### src/rtl/uart_receiver_if.sv
// ---------------------------------------------------------------------------
// uart_receiver_if
// Bundles the serial-side inputs and the received-word outputs of the UART
// receiver so they travel as one port.
//   rx_in         : asynchronous serial line, idle high
//   baud_tick     : single-cycle pulse at baud * OVERSAMPLE
//   data_out      : last received word, LSB = first data bit
//   data_valid    : one-cycle strobe, data_out valid in that cycle
//   framing_error : one-cycle strobe, stop bit sampled low
//   rx_busy       : high whenever the receiver is not idle
// Handshake: data_valid / framing_error are qualifier strobes with no ready
// return path; the consumer must capture data_out in the strobe cycle or at
// least before the next frame completes.
// Modports: slave = receiver, master = line driver / consumer.
// ---------------------------------------------------------------------------
interface uart_receiver_if #(
  parameter int DATA_BITS = 8
);
  logic                 rx_in;
  logic                 baud_tick;
  logic [DATA_BITS-1:0] data_out;
  logic                 data_valid;
  logic                 framing_error;
  logic                 rx_busy;

  modport slave (
    input  rx_in,
    input  baud_tick,
    output data_out,
    output data_valid,
    output framing_error,
    output rx_busy
  );

  modport master (
    output rx_in,
    output baud_tick,
    input  data_out,
    input  data_valid,
    input  framing_error,
    input  rx_busy
  );
endinterface

### src/rtl/uart_receiver.sv
// ---------------------------------------------------------------------------
// uart_receiver
// Oversampled 8N1-style UART receive stage (LSB first, idle high). The line
// is synchronised, then sampled only on baud_tick cycles. A received word is
// presented on data_out with a one-cycle data_valid strobe; a low stop bit
// gives a one-cycle framing_error strobe and the block then waits for the
// line to return high.
// Ports:
//   clk_in    : system clock
//   rst_n_in  : asynchronous active-low reset
//   bus       : uart_receiver_if.slave (rx_in, baud_tick, data_out,
//               data_valid, framing_error, rx_busy)
//   state_dbg : current FSM state encoding (IDLE=0 START=1 DATA=2 STOP=3
//               WAIT_IDLE=4)
// Optional feature: define UART_RX_MAJORITY_VOTE_EN to take each bit as the
// 2-of-3 majority of ticks SP-1, SP, SP+1, decided at SP+1. Undefined: a
// single sample at tick SP.
// ---------------------------------------------------------------------------
module uart_receiver #(
  parameter int OVERSAMPLE  = 16,
  parameter int DATA_BITS   = 8,
  parameter int SYNC_STAGES = 2
) (
  input  logic         clk_in,
  input  logic         rst_n_in,
  uart_receiver_if.slave bus,
  output logic [2:0]   state_dbg
);

  localparam int CW = $clog2(OVERSAMPLE);
  localparam int BW = $clog2(DATA_BITS);
  localparam logic [CW-1:0] SP_T   = CW'(OVERSAMPLE / 2 - 1);
  localparam logic [CW-1:0] LAST_T = CW'(OVERSAMPLE - 1);
  localparam logic [BW-1:0] LAST_B = BW'(DATA_BITS - 1);
`ifdef UART_RX_MAJORITY_VOTE_EN
  localparam logic [CW-1:0] DEC_T  = CW'(OVERSAMPLE / 2);
`else
  localparam logic [CW-1:0] DEC_T  = SP_T;
`endif

  typedef enum logic [2:0] {
    IDLE      = 3'd0,
    START     = 3'd1,
    DATA      = 3'd2,
    STOP      = 3'd3,
    WAIT_IDLE = 3'd4
  } state_t;

  state_t                state;
  logic [SYNC_STAGES-1:0] sync_q;
  logic [CW-1:0]          tick_cnt;
  logic [BW-1:0]          bit_cnt;
  logic [DATA_BITS-1:0]   shift_q;
  logic                   rx_s;
  logic                   samp_bit;
`ifdef UART_RX_MAJORITY_VOTE_EN
  logic                   vote_a;
  logic                   vote_b;
`endif

  assign rx_s      = sync_q[SYNC_STAGES-1];
  assign state_dbg = state;

  // Bit value used at the decision tick.
  always_comb begin
    samp_bit = rx_s;
`ifdef UART_RX_MAJORITY_VOTE_EN
    samp_bit = (vote_a & vote_b) | (vote_a & rx_s) | (vote_b & rx_s);
`endif
  end

  always_ff @(posedge clk_in or negedge rst_n_in) begin
    if (!rst_n_in) begin
      state             <= IDLE;
      sync_q            <= '1;
      tick_cnt          <= '0;
      bit_cnt           <= '0;
      shift_q           <= '0;
      bus.data_out      <= '0;
      bus.data_valid    <= 1'b0;
      bus.framing_error <= 1'b0;
      bus.rx_busy       <= 1'b0;
`ifdef UART_RX_MAJORITY_VOTE_EN
      vote_a            <= 1'b1;
      vote_b            <= 1'b1;
`endif
    end else begin
      sync_q            <= {sync_q[SYNC_STAGES-2:0], bus.rx_in};
      bus.data_valid    <= 1'b0;
      bus.framing_error <= 1'b0;

      if (bus.baud_tick) begin
`ifdef UART_RX_MAJORITY_VOTE_EN
        if (tick_cnt == SP_T - 1'b1) vote_a <= rx_s;
        if (tick_cnt == SP_T)        vote_b <= rx_s;
`endif
        tick_cnt <= (tick_cnt == LAST_T) ? '0 : tick_cnt + 1'b1;

        case (state)
          IDLE: begin
            if (!rx_s) begin
              // The detecting tick is tick 0 of the start bit.
              state       <= START;
              tick_cnt    <= CW'(1);
              bus.rx_busy <= 1'b1;
            end else begin
              tick_cnt <= '0;
            end
          end

          START: begin
            if (tick_cnt == DEC_T && samp_bit) begin
              // Start bit gone by mid-bit: treat as a glitch.
              state       <= IDLE;
              tick_cnt    <= '0;
              bus.rx_busy <= 1'b0;
            end else if (tick_cnt == LAST_T) begin
              state   <= DATA;
              bit_cnt <= '0;
            end
          end

          DATA: begin
            if (tick_cnt == DEC_T)
              shift_q <= {samp_bit, shift_q[DATA_BITS-1:1]};
            if (tick_cnt == LAST_T) begin
              bit_cnt <= bit_cnt + 1'b1;
              if (bit_cnt == LAST_B) state <= STOP;
            end
          end

          STOP: begin
            // Leave at mid-stop-bit so a back-to-back start edge is caught.
            if (tick_cnt == DEC_T) begin
              bus.data_out <= shift_q;
              tick_cnt     <= '0;
              if (samp_bit) begin
                bus.data_valid <= 1'b1;
                bus.rx_busy    <= 1'b0;
                state          <= IDLE;
              end else begin
                bus.framing_error <= 1'b1;
                state             <= WAIT_IDLE;
              end
            end
          end

          WAIT_IDLE: begin
            tick_cnt <= '0;
            if (rx_s) begin
              state       <= IDLE;
              bus.rx_busy <= 1'b0;
            end
          end

          default: begin
            state       <= IDLE;
            tick_cnt    <= '0;
            bus.rx_busy <= 1'b0;
          end
        endcase
      end
    end
  end

endmodule
### src/flat_wrapper.sv
// flat-port wrapper written by rule: the top's interface ports become plain ports
module uart_receiver_flat 
#(
  parameter int OVERSAMPLE  = 16,
  parameter int DATA_BITS   = 8,
  parameter int SYNC_STAGES = 2
)
  (clk_in, rst_n_in, state_dbg, bus_rx_in, bus_baud_tick, bus_data_out, bus_data_valid, bus_framing_error, bus_rx_busy);
  uart_receiver_if #(.DATA_BITS(DATA_BITS)) bus_i ();
  input  logic clk_in;
  input  logic rst_n_in;
  output logic [2:0] state_dbg;
  input wire logic [$bits(bus_i.rx_in)-1:0] bus_rx_in;
  input wire logic [$bits(bus_i.baud_tick)-1:0] bus_baud_tick;
  output wire logic [$bits(bus_i.data_out)-1:0] bus_data_out;
  output wire logic [$bits(bus_i.data_valid)-1:0] bus_data_valid;
  output wire logic [$bits(bus_i.framing_error)-1:0] bus_framing_error;
  output wire logic [$bits(bus_i.rx_busy)-1:0] bus_rx_busy;
  assign bus_i.rx_in = bus_rx_in;
  assign bus_i.baud_tick = bus_baud_tick;
  assign bus_data_out = bus_i.data_out;
  assign bus_data_valid = bus_i.data_valid;
  assign bus_framing_error = bus_i.framing_error;
  assign bus_rx_busy = bus_i.rx_busy;
  uart_receiver #(.OVERSAMPLE(OVERSAMPLE), .DATA_BITS(DATA_BITS), .SYNC_STAGES(SYNC_STAGES)) u_core (.clk_in(clk_in), .rst_n_in(rst_n_in), .bus(bus_i), .state_dbg(state_dbg));
endmodule
### config.mk
export PLATFORM = sky130hd
export DESIGN_NAME = uart_receiver_flat
export DESIGN_NICKNAME = d
export VERILOG_FILES = /design/src/rtl/uart_receiver_if.sv /design/src/rtl/uart_receiver.sv /design/src/flat_wrapper.sv
export SDC_FILE = /design/constraint.sdc
export NUM_CORES = 1
export LEC_CHECK = 0
export ABC_AREA = 0
export BUFFER_PORTS_ARGS = -buffer_cell sky130_fd_sc_hd__buf_2
export CORE_ASPECT_RATIO = 1.1
export CORE_MARGIN = 1.5
export CORE_UTILIZATION = 56
export DETAILED_ROUTE_END_ITERATION = 8
export HOLD_SLACK_MARGIN = 0.05
export PLACE_DENSITY = 0.88
export SYNTH_ARGS = -nofsm -noshare
export SYNTH_HDL_FRONTEND = slang
export SYNTH_SLANG_ARGS = --single-unit
export TNS_END_PERCENT = 1
### constraint.sdc
create_clock -name clk_in -period 2.2 [get_ports clk_in]
set_input_delay 0 -clock clk_in [delete_from_list [all_inputs] [get_ports clk_in]]
set_output_delay 0 -clock clk_in [all_outputs]
set_load 0.01 [all_outputs]
# After elaboration in Yosys (flattened, before gate mapping)
# Index checks and enable logic that the tools add are counted.
[totals]
rom_bits = 0
mem_bits_rw = 0
mem_count = 0
latch_bits = 0
out_inout_bits = 14
register_bits = 31
[classes]
order_cmp = 0
mux = 31
shifts = 0
add_sub_neg = 2
eq_ne = 16
n_div = 0
n_mul = 0
bitwise = 1
reduce_logical = 8
[op_table]
columns = ["cell", "count"]
rows = [
  ["$mux 3", 11],
  ["$pmux 4 s4", 1],
  ["$pmux 3 s5", 1],
  ["$mux 1", 13],
  ["$mux 4", 3],
  ["$ne 2x1->1 const B", 6],
  ["$reduce_and 5->1", 2],
  ["$reduce_and 7->1", 1],
  ["$eq 3x2->1 const B", 2],
  ["$eq 3x3->1 const B", 2],
  ["$pmux 3 s2", 1],
  ["$reduce_and 3->1", 2],
  ["$pmux 1 s5", 1],
  ["$add 4x1->4 const B", 1],
  ["$eq 4x3->1 const B", 1],
  ["$eq 4x4->1 const B", 1],
  ["$ne 2x2->1 const B", 2],
  ["$add 3x1->3 const B", 1],
  ["$eq 3x1->1 const B", 1],
  ["$logic_not 3->1", 1],
  ["$ne 3x1->1 const B", 1],
  ["$reduce_bool 2->1", 1],
  ["$logic_and 1x1->1", 1],
  ["$not 1->1", 1],
]

# Logic depth before layout (Yosys ltp)
[depth]
ltp_word = 4
depth_mapped = 6
ltp_nobuf = 5

# Worst setup path before layout
# OpenSTA, ideal clock, no wires.
[synth_path]
path_kind = "register to register"
from = "reg u_core.tick_cnt[0]"
to = "reg u_core.bus.data_out[1]"
t_arrival_ns = 1.736
slack_ns = 0.340
path_stages_with_launch = 7
period_less_slack_ns = 1.860
required_ns = 2.075
path_buffers = 1
setup_time_ns = 0.125
path_cell_list = "dfrtp_1 > ha_1 > buf_4 > nand3b_4 > or3b_4 > nor2_8 > mux2_2"
[synth_via]
elab_chain_len = 2
[synth_lines]
columns = ["element", "line", "text"]
rows = [
  ["start: declaration", "uart_receiver.sv:51", "logic [CW-1:0] tick_cnt;"],
  ["start signal: assignment", "uart_receiver.sv:97", "tick_cnt <= (tick_cnt == LAST_T) ? '0 : tick_cnt + 1'b1;"],
  ["$eq 4x3->1", "uart_receiver.sv:134", "if (tick_cnt == DEC_T) begin"],
  ["$reduce_and 3->1 (no line)", "-", ""],
  ["end signal: assignment", "uart_receiver.sv:135", "bus.data_out <= shift_q;"],
  ["end: declaration", "uart_receiver_if.sv:29", "output data_out,"],
]
# No other way between the ends.
# A chain may end at the register's enable or synchronous reset.

# Worst setup path in the final report
# Same ends and word-level chain as after synthesis.

==> summary.md <==
| Metric | Value |
|---|---|
| Outcome | `finished clean` |
| Share of the synthesized area in the top cell type | `about half` |
| Synth top cells by count | `29 x dfrtp_1, 14 x mux2_2, 9 x nand2_1` |
| Final wirelength | `about 2.8 mm` |
| Pint | `around 0.95 mW` |
| RSZ-0062 raised after global routing | `false` |
| Floorplan core area | `0.002496 mm2` |
| Post-synthesis xor/xnor area fraction | `0.5912%` |
| Crit Path Max Fanout | `9` |
| Post-synth EDFFs | `0` |
| Wire per inst | `about 16 um` |
| Final setup viols | `0` |
| Master of the slowest instance on the critical path | `or3b_4` |
| Crit start category | `register` |
| Via Count | `roughly 1100` |
| Crit path cell chain | `ha_1, nand3b_4, or3b_4, nor2_8, mux2_2` |
| Clock tree sinks | `31` |
| Total CTS buffers | `5` |
| Final setup margin | `0.2429 ns` |
| Worst path top cell family by delay | `simple AND/OR/NAND/NOR gates` |
| Count leader, synth | `dfrtp_1` |
| CTS tree | `yes` |
| Nets@finish | `between 100 and 150` |
| Min-Delay Path Class | `in2async` |
| Vias in the first global route | `1024` |
| Max incr delay on CP | `approximately 0.48 ns` |
| Clk root buf | `clkbuf_4` |
| Clock transition at the registers of the reported paths | `approximately 0.1 ns` |
| First-iteration detailed-routing DRC count | `27` |
| Largest family of logic cells by synthesized area | `compound AO/OA/AOI/OAI gates` |
| Ys async rst share | `100.0%` |
| CTS H-Tree Depth | `2` |
| Initial antenna violation count | `0` |
| Die height | `56.95 um` |
| Pre-CTS setup slack | `0.2758 ns` |
| FP Rows | `19` |
| Num ports | `18` |
| Pleak | `about 0.85 nW` |
| Time the worst path needs with I/O delays and setup | `slightly below 2 ns` |
| Complex-gate fraction of the synthesized area | `between 10 and 15%` |
| Register share of total power | `between 50 and 60%` |
| CTS max path bufs | `2` |
| Slew @ Worst Pin | `slightly below 0.7 ns` |
| Critical Path AT | `2.17 ns` |
| Die width | `about 52 um` |
| Post-synth top area cell | `dfrtp_1` |
| Final core utilization | `about two thirds` |
| Max Cap Violations | `0` |
| Post_cts resized | `0` |
| Synthesized area per cell | `roughly 12 um2` |
| Distinct cells, synth | `41` |
| Cells after Synth | `approximately 120` |
| Mux cell area share after synthesis | `13.60%` |
| Sw Share | `37.03%` |
| Synthesized area | `~0.0015 mm2` |
| TNS Setup | `0 ns` |
| GRT Residual Overflow | `0` |
| Port-buffer cells | `17` |
| Final hold violations | `0` |
| GP Congestion | `about 0.84` |
| Skew final | `roughly 0.013 ns` |
| Cell Pwr Density | `around 910 mW/mm2` |
| Clk pwr share | `between 20% and 30%` |
| Worst path buffer plus inverter count | `0` |
| Worst rel slew slack | `between 50% and 60%` |
| Seq cells post-synth | `31` |
| Largest net degree at the start of global routing | `32` |
| Syn_nets | `~130` |
| Tcrit/Tclk final | `88.96%` |
| CP required | `2.41 ns` |
| Via density | `~6` |
| Starting density of the core | `about three fifths` |
| DR pass1 iterations | `4` |
| Die area | `roughly 0.0030 mm2` |
| Number of diodes | `0` |
| P_sw | `between 0.5 and 0.6 mW` |
| Layout cells sized above 1 | `a little under a third` |
| Post-DRT Antenna Nets | `0` |
| Global-route usage over all layers | `22.49%` |
| Post-synth top flop | `dfrtp_1` |
| DR DRC count | `0` |
| Synth Area in Adders | `under 10%` |
| Power, Total | `~1.5 mW` |
| Slew Viols, Final | `0` |
| Clk_lat worst skew | `about 0.33 ns` |
| Yosys warnings | `0` |
| Worst Setup Path Type | `reg2reg` |
| First-pass GRT wire length | `approximately 4.8 mm` |
| Seq/Total Area, Yosys | `52.53%` |
| Synth Area in Simple Gates | `between 10% and 20%` |
| Fmax | `between 500 and 600 MHz` |
| Endpoint type of the worst setup path | `register` |
| Combinational cell fraction of total power | `between 20% and 30%` |
| Top post-synthesis cells by area | `dfrtp_1 49%, mux2_2 11%, dfstp_2 3.5%` |
| Area delta synth->final | `12.16%` |
| Final hold slack | `0.2307 ns` |
| Worst vdd ir | `0.0005312 V` |
| Post-DP HPWL | `~1.9 mm` |
-- kinds of logic after synthesis --
| group | Yosys count |
|---|---|
| flops | 31 |
| compound gates | 30 |
| simple gates | 28 |
| mux | 18 |
| buf+inv | 10 |
| fa+ha+maj | 3 |
| xor+xnor | 1 |
-- per-layer routing --
metal / global-route usage [%] / share of wire [%]
met1: 29.87 / 43
met2: 33.45 / 51
met3: 8.377 / 5.9
met4: 9.023 / 0.43
met5: 0 / 0
-- layout by cell type, fill, tap and decap left out, types with 4 or more instances in the layout --
master,instances
a21oi_1,4
buf_2,17
clkbuf_4,5
dfrtp_1,29
mux2_2,14
nand2_1,9
o21ai_0,6
-- registers in the layout (all words and copies together), names as in the netlist --
register and cells:
u_core.bus.data_valid 1, u_core.tick_cnt 4, u_core.bit_cnt 3, u_core.shift_q 8, u_core.bus.data_out 8, u_core.state_dbg 3, u_core.sync_q 2, u_core.bus.rx_busy 1
u_core.bus.framing_error 1
-- area by class of cell --
type | instances | area [um2]
flip-flops and latches | 31 | 778.2
clock inverters | 1 | 5.005
clock buffers | 7 | 45.04
inverters | 2 | 7.507
multi-input cells | 80 | 656.9
repair buffers | 22 | 130.1
well taps | 31 | 38.79
fillers | 194 | 834.6
-- power groups by stage --
stage          Clock, mW  Combinational [mW]  Sequential [mW]
4_1_cts            0.324               0.402            0.783
3_5_place_dp           0               0.394            0.794
6_report           0.311               0.403            0.790
5_1_grt            0.350               0.443            0.805
3_3_place_gp           0               0.372            0.783
2_1_floorplan          0               0.354            0.719
-- worst paths after layout --
kind / depth (start not counted) / slack [ns] / startpoint / endpoint
worst max-delay path: 5 / 0.24 / u_core.tick_cnt[0] / u_core.bus.data_out[1]
worst min-delay path: 2 / 0.23 / rst_n_in / u_core.bus.rx_busy
worst max register to register: 5 / 0.24 / u_core.tick_cnt[0] / u_core.bus.data_out[1]
worst min register to register: 0 / 0.36 / u_core.sync_q[0] / u_core.sync_q[1]
max in group asynchronous: 2 / 1.52 / rst_n_in / u_core.state_dbg[1]
min in group clk_in: 2 / 0.31 / bus_rx_in / u_core.sync_q[0]
-- timing repair --
action / CTS / global route
endpoints found under the hold margin: 32 / 0
buffers inserted: 0 / 0
hold buffers: 3 / 0
-- through the flow --
step / instance area, um2 / cells
6_report: 1662 / 174
5_1_grt: 1662 / 174
4_1_cts: 1662 / 174
3_5_place_dp: 1582 / 163
3_3_place_gp: 1582 / 163
2_1_floorplan: 1481 / 121
No activity file was read; power rests on OpenSTA's default activity.
